$ cat src/rtl/arbiter_round_robin_held.sv
// Round-robin arbiter with grant hold and an optional hold-time limit that forces
// rotation. The grant is registered and presented both as a binary index and as a one-hot vector.
module arbiter_round_robin_held #(
  parameter int REQUESTER_COUNT  = 4,
  parameter int BINARY_WIDTH     = 2,
  parameter int MAX_HOLD_CYCLES  = 0,
  parameter int HOLD_COUNT_WIDTH = 8
) (
  input  logic                       clock,
  input  logic                       clear,
  input  logic [REQUESTER_COUNT-1:0] requests,
  output logic [REQUESTER_COUNT-1:0] grant_one_hot,
  output logic [BINARY_WIDTH-1:0]    grant_binary,
  output logic                       grant_valid,
  output logic                       grant_changed
);

  localparam logic [0:0] STATE_IDLE    = 1'b0;
  localparam logic [0:0] STATE_GRANTED = 1'b1;
  localparam logic [HOLD_COUNT_WIDTH-1:0] HOLD_LAST =
    HOLD_COUNT_WIDTH'((MAX_HOLD_CYCLES > 0) ? MAX_HOLD_CYCLES - 1 : 0);
  localparam logic [BINARY_WIDTH-1:0] LAST_INDEX = BINARY_WIDTH'(REQUESTER_COUNT - 1);

  logic [0:0]                  state, nxt_state;
  logic [BINARY_WIDTH-1:0]     ptr, nxt_ptr;
  logic [BINARY_WIDTH-1:0]     nxt_binary;
  logic                        nxt_valid, nxt_changed;
  logic [HOLD_COUNT_WIDTH-1:0] hold_count, nxt_hold_count;

  logic [BINARY_WIDTH-1:0]     grant_next;
  logic [REQUESTER_COUNT-1:0]  others;
  logic                        own_req, forced;
  logic [BINARY_WIDTH:0]       pick_idle, pick_other;

  // First set bit of mask at or above start, wrapping modulo REQUESTER_COUNT.
  // Result is {found, index}.
  function automatic logic [BINARY_WIDTH:0] pick(
    input logic [REQUESTER_COUNT-1:0] mask,
    input logic [BINARY_WIDTH-1:0]    start
  );
    logic                    found;
    logic [BINARY_WIDTH-1:0] win;
    int                      idx;
    found = 1'b0;
    win   = '0;
    for (int k = 0; k < REQUESTER_COUNT; k++) begin
      idx = int'(start) + k;
      if (idx >= REQUESTER_COUNT) idx = idx - REQUESTER_COUNT;
      if (!found && mask[idx]) begin
        found = 1'b1;
        win   = BINARY_WIDTH'(idx);
      end
    end
    return {found, win};
  endfunction

  // One-hot is decoded from the registered index, so no request path reaches it.
  for (genvar i = 0; i < REQUESTER_COUNT; i++) begin : g_onehot
    assign grant_one_hot[i] = grant_valid && (grant_binary == BINARY_WIDTH'(i));
  end

  always_comb begin
    grant_next = (grant_binary == LAST_INDEX) ? '0 : grant_binary + 1'b1;
    others     = requests & ~grant_one_hot;
    own_req    = |(requests & grant_one_hot);
    forced     = (MAX_HOLD_CYCLES != 0) && (hold_count == HOLD_LAST) && (|others);
    pick_idle  = pick(requests, ptr);
    pick_other = pick(others, grant_next);
  end

  always_comb begin
    nxt_state      = state;
    nxt_ptr        = ptr;
    nxt_binary     = grant_binary;
    nxt_valid      = grant_valid;
    nxt_changed    = 1'b0;
    nxt_hold_count = hold_count;
    if (state == STATE_IDLE) begin
      if (pick_idle[BINARY_WIDTH]) begin
        nxt_state      = STATE_GRANTED;
        nxt_binary     = pick_idle[BINARY_WIDTH-1:0];
        nxt_valid      = 1'b1;
        nxt_changed    = 1'b1;
        nxt_hold_count = '0;
      end
    end else if (!own_req || forced) begin
      // Release or forced rotation: the current holder never wins its own scan.
      nxt_ptr        = grant_next;
      nxt_hold_count = '0;
      if (pick_other[BINARY_WIDTH]) begin
        nxt_binary  = pick_other[BINARY_WIDTH-1:0];
        nxt_valid   = 1'b1;
        nxt_changed = 1'b1;
      end else begin
        nxt_state  = STATE_IDLE;
        nxt_binary = '0;
        nxt_valid  = 1'b0;
      end
    end else if (hold_count != '1) begin
      nxt_hold_count = hold_count + 1'b1;
    end
  end

  always_ff @(posedge clock) begin
    if (clear) begin
      state         <= STATE_IDLE;
      ptr           <= '0;
      grant_binary  <= '0;
      grant_valid   <= 1'b0;
      grant_changed <= 1'b0;
      hold_count    <= '0;
    end else begin
      state         <= nxt_state;
      ptr           <= nxt_ptr;
      grant_binary  <= nxt_binary;
      grant_valid   <= nxt_valid;
      grant_changed <= nxt_changed;
      hold_count    <= nxt_hold_count;
    end
  end

endmodule

$ cat config.mk
export PLATFORM = sky130hd
export DESIGN_NAME = arbiter_round_robin_held
export DESIGN_NICKNAME = d
export VERILOG_FILES = /design/src/rtl/arbiter_round_robin_held.sv
export SDC_FILE = /design/constraint.sdc
export NUM_CORES = 1
export LEC_CHECK = 0
export CELL_PAD_IN_SITES_DETAIL_PLACEMENT = 2
export CELL_PAD_IN_SITES_GLOBAL_PLACEMENT = 2
export CORE_MARGIN = 2
export CORE_UTILIZATION = 27
export CTS_CLUSTER_DIAMETER = 100
export DETAILED_ROUTE_END_ITERATION = 16
export PLACE_DENSITY_LB_ADDON = 0.05
export SLEW_MARGIN = 10
export SYNTH_ARGS = -nofsm -noshare
export SYNTH_HDL_FRONTEND = slang
export SYNTH_SLANG_ARGS = --single-unit
$ cat constraint.sdc
create_clock -name clock -period 2 [get_ports clock]
set_clock_uncertainty 0.2 [all_clocks]
set_input_delay 0.3 -clock clock [delete_from_list [all_inputs] [get_ports clock]]
set_output_delay 0.3 -clock clock [all_outputs]
set_load 0.03 [all_outputs]
==> run summary, run 1 <==
grt ovf: 0
gr usage total: 18.3%
Setup violations, final: 0
total power per unit cell area: 689 nW/µm²
yosys warns: 0
n_diodes: 0
CP max stage cell: dfxtp_2
Max Root-Sink Buffers: 2
final hold vios: 0
Setup TNS: 0 ns
worst vdd ir: 439 µV
period utilization: 96.2%
Pins Over Slew Limit: 0
Placed Cells: 130
Synth Area per Inst: 7.78 µm²
clock sinks: 7
CTS tree: yes
worst skew pair latency: 0.26 ns
CP Launch Type: flop
Hold Path Origin: ptr[0]
number of max-cap violations: 0
RSZ-0062 raised after global routing: true
Worst Setup End Kind: output pin
flops & latches, synth: 7
worst slew pin tran: 0.394 ns
1st-iter DRT viols: 8
Fmax: 520 MHz
# DRC: 0
post-layout util: 41.8%
HP Class: flop to flop
DP Wirelength: 1.77 mm
RR Startpoint: grant_binary[0]
Yosys top cell area share: 23.1%
hold path depth: 2
Post-Place Worst Slack: -0.212 ns
Die Width: 51.4 µm
filler instances: 277
Initial Utilization: 28.0%
Inserted Clock Buffers: 3
Worst Path Required: 1.50 ns
leakage: 0.413 nW
hold-fix buffers at CTS: 0
Die Y: 51.4 µm
global-route wire length before repair: 3.58 mm
initial antenna violation count: 0
clock slew at the register clock pins of the worst setup and hold paths: 0.06 ns
Crit path arrival time: 1.42 ns
Area growth syn-to-layout: 49.3%
Worst Slack Setup Final: 0.0754 ns
Worst Hold Endpoint: ptr[0]
I/O Pins: 14
H-tree levels: 1
first drt pass iteration count: 4
drt via density: 5.09
reg2reg path depth: 7
max incr delay on CP: 0.37 ns
most common cell after layout, fill and taps aside: buf_4
Core ar.: 2170 µm²
Worst path top cell family by delay: buffers and inverters
critical path class: flop to output pin
status: finished, final reports clean
crit-path cells: inv_1 > ha_1 > and2_4 > dlygate4sd2_1
Worst R2R End: grant_valid
vias in the first global route: 751
critical path depth: 4
WHS: 0.310 ns
nets: 118
minimum clock period: 1.92 ns
register area share after synthesis: 23.1%
largest cells by area after synthesis: dfxtp_1 (23%), ha_1 (8.2%), a21oi_1 (4.9%)
Root Driver: clkbuf_4
Syn Inst Count: 78
Distinct cells, synth: 36
CP Launch Point: grant_binary[1]
share of cells above drive strength 1: 30.8%
net count after synthesis: 88
num rows: 17
Worst R2R Setup Slack: 0.11 ns
Placer Congestion: 0.849
Worst Path Buf+Inv: 2
Die ar.: 2640 µm²
wire per inst: 16.6 µm
Port Buffers: 13
most frequent cells in the layout: buf_4 (15), inv_1 (8), nor2_1 (8)
Netlist Area Pre-Place: 607 µm²
area leader, netlist: dfxtp_1
final non-filler cell total: 135
Max-slew headroom: 73.7%
wirelength, routed: 2.25 mm
vias post-DR: 687
Crit Path Max Fanout: 5
largest net degree at the start of global routing: 11
ANT nets after route: 0
state kept, by name, indices dropped and copies added, names as in the netlist:
signal         cells
grant_binary       2
grant_valid        1
grant_changed      1
ptr                2
state              1
through the flow:
step	instance area (µm²)	total power, mW
after global placement	852	0.473
final	906	0.625
after global routing	906	0.669
after detailed placement	852	0.481
after CTS	883	0.617
after floorplan	608	0.356
logic make-up after synthesis:
family / Yosys count / share of synthesized area (%)
AOI/OAI and AO/OA: 29 / 35.5
adders and majority gates: 4 / 8.25
buffers and inverters: 10 / 7.63
DFF: 7 / 23.1
and+or+nand+nor: 28 / 25.6
layout make-up:
type	instances	area (µm²)	area share [%]
multi-input combinational	61	445	49.2
clock buffer	4	26.3	2.90
inverter	8	30.0	3.31
tap	28	35.0	3.87
sequential	7	143	15.7
timing repair buffer	27	226	25.0
power breakdown:
group          total [mW]  internal [mW]  switching, mW
Sequential          0.183          0.158         0.0245
Combinational       0.307          0.139          0.168
Clock               0.135         0.0765         0.0585
Total               0.625          0.373          0.251
cells in the mapped netlist:
cell type and instances:
nand3_1 2, a211oi_2 1, nor2_2 1, dfxtp_1 7
a22o_1 2, a21oi_1 6, and2_1 3, o211ai_2 1
and2b_1 1, buf_2 1, o31a_1 1, ha_1 4
o21ba_2 1, nor2_1 8, a31oi_1 3, and2_4 1
nand2b_1 1, o21ai_0 2, buf_6 1, a221oi_1 1
a211oi_1 2, o21ai_2 1, o31ai_1 1, or2b_1 1
o22ai_1 1, o21a_1 1, nor3_1 3, and3_1 1
a21boi_1 2, a32o_1 1, a22oi_1 1, nor4_2 1
or3_4 1, o221ai_1 1, nand2_1 4, inv_1 8
how the worst max path moves through the flow:
stage / slack (ns) / to
after global routing: -0.03 / grant_binary[0]
after floorplan: 0.03 / grant_binary[0]
after global placement: -0.18 / grant_valid
after detailed placement: -0.21 / grant_valid
final: 0.08 / grant_one_hot[1]
after CTS: 0.02 / grant_one_hot[0]
routing by layer:
metal	part of all wire (%)	up-vias	global-route usage, %	wire length [µm]
met4	0	0	2.63	0
met1	49	335	23.3	1090
met5	0	-	0	0
li1	-	343	-	-
met3	1.8	0	4.39	40
met2	50	9	31.8	1120
tightest hold or removal path, cell delays in order, from the launching register on:
cell     delay (ns)
dfxtp_1        0.33
nand2_1        0.07
a21oi_1        0.06
repair_timing:
| item | 4_1_cts | 5_1_grt |
|---|---|---|
| pin swaps | 0 | 1 |
| endpoints found under the hold margin | 0 | 0 |
| cloned | 0 | 0 |
| resized for setup | 5 | 10 |
| setup endpoints to repair | 4 | 8 |
| buffers inserted | 0 | 1 |
(Power assumes the default switching activity.)
==> run 2, diff against run 1 <==
--- a/config.mk
+++ b/config.mk
@@ -11,6 +11,7 @@
 export CORE_UTILIZATION = 27
 export CTS_CLUSTER_DIAMETER = 100
 export DETAILED_ROUTE_END_ITERATION = 16
+export HOLD_SLACK_MARGIN = 0.15
 export PLACE_DENSITY_LB_ADDON = 0.05
 export SLEW_MARGIN = 10
 export SYNTH_ARGS = -nofsm -noshare
==> results of run 2 <==
The final DEF is identical to that of run 1; final timing and power are the same.
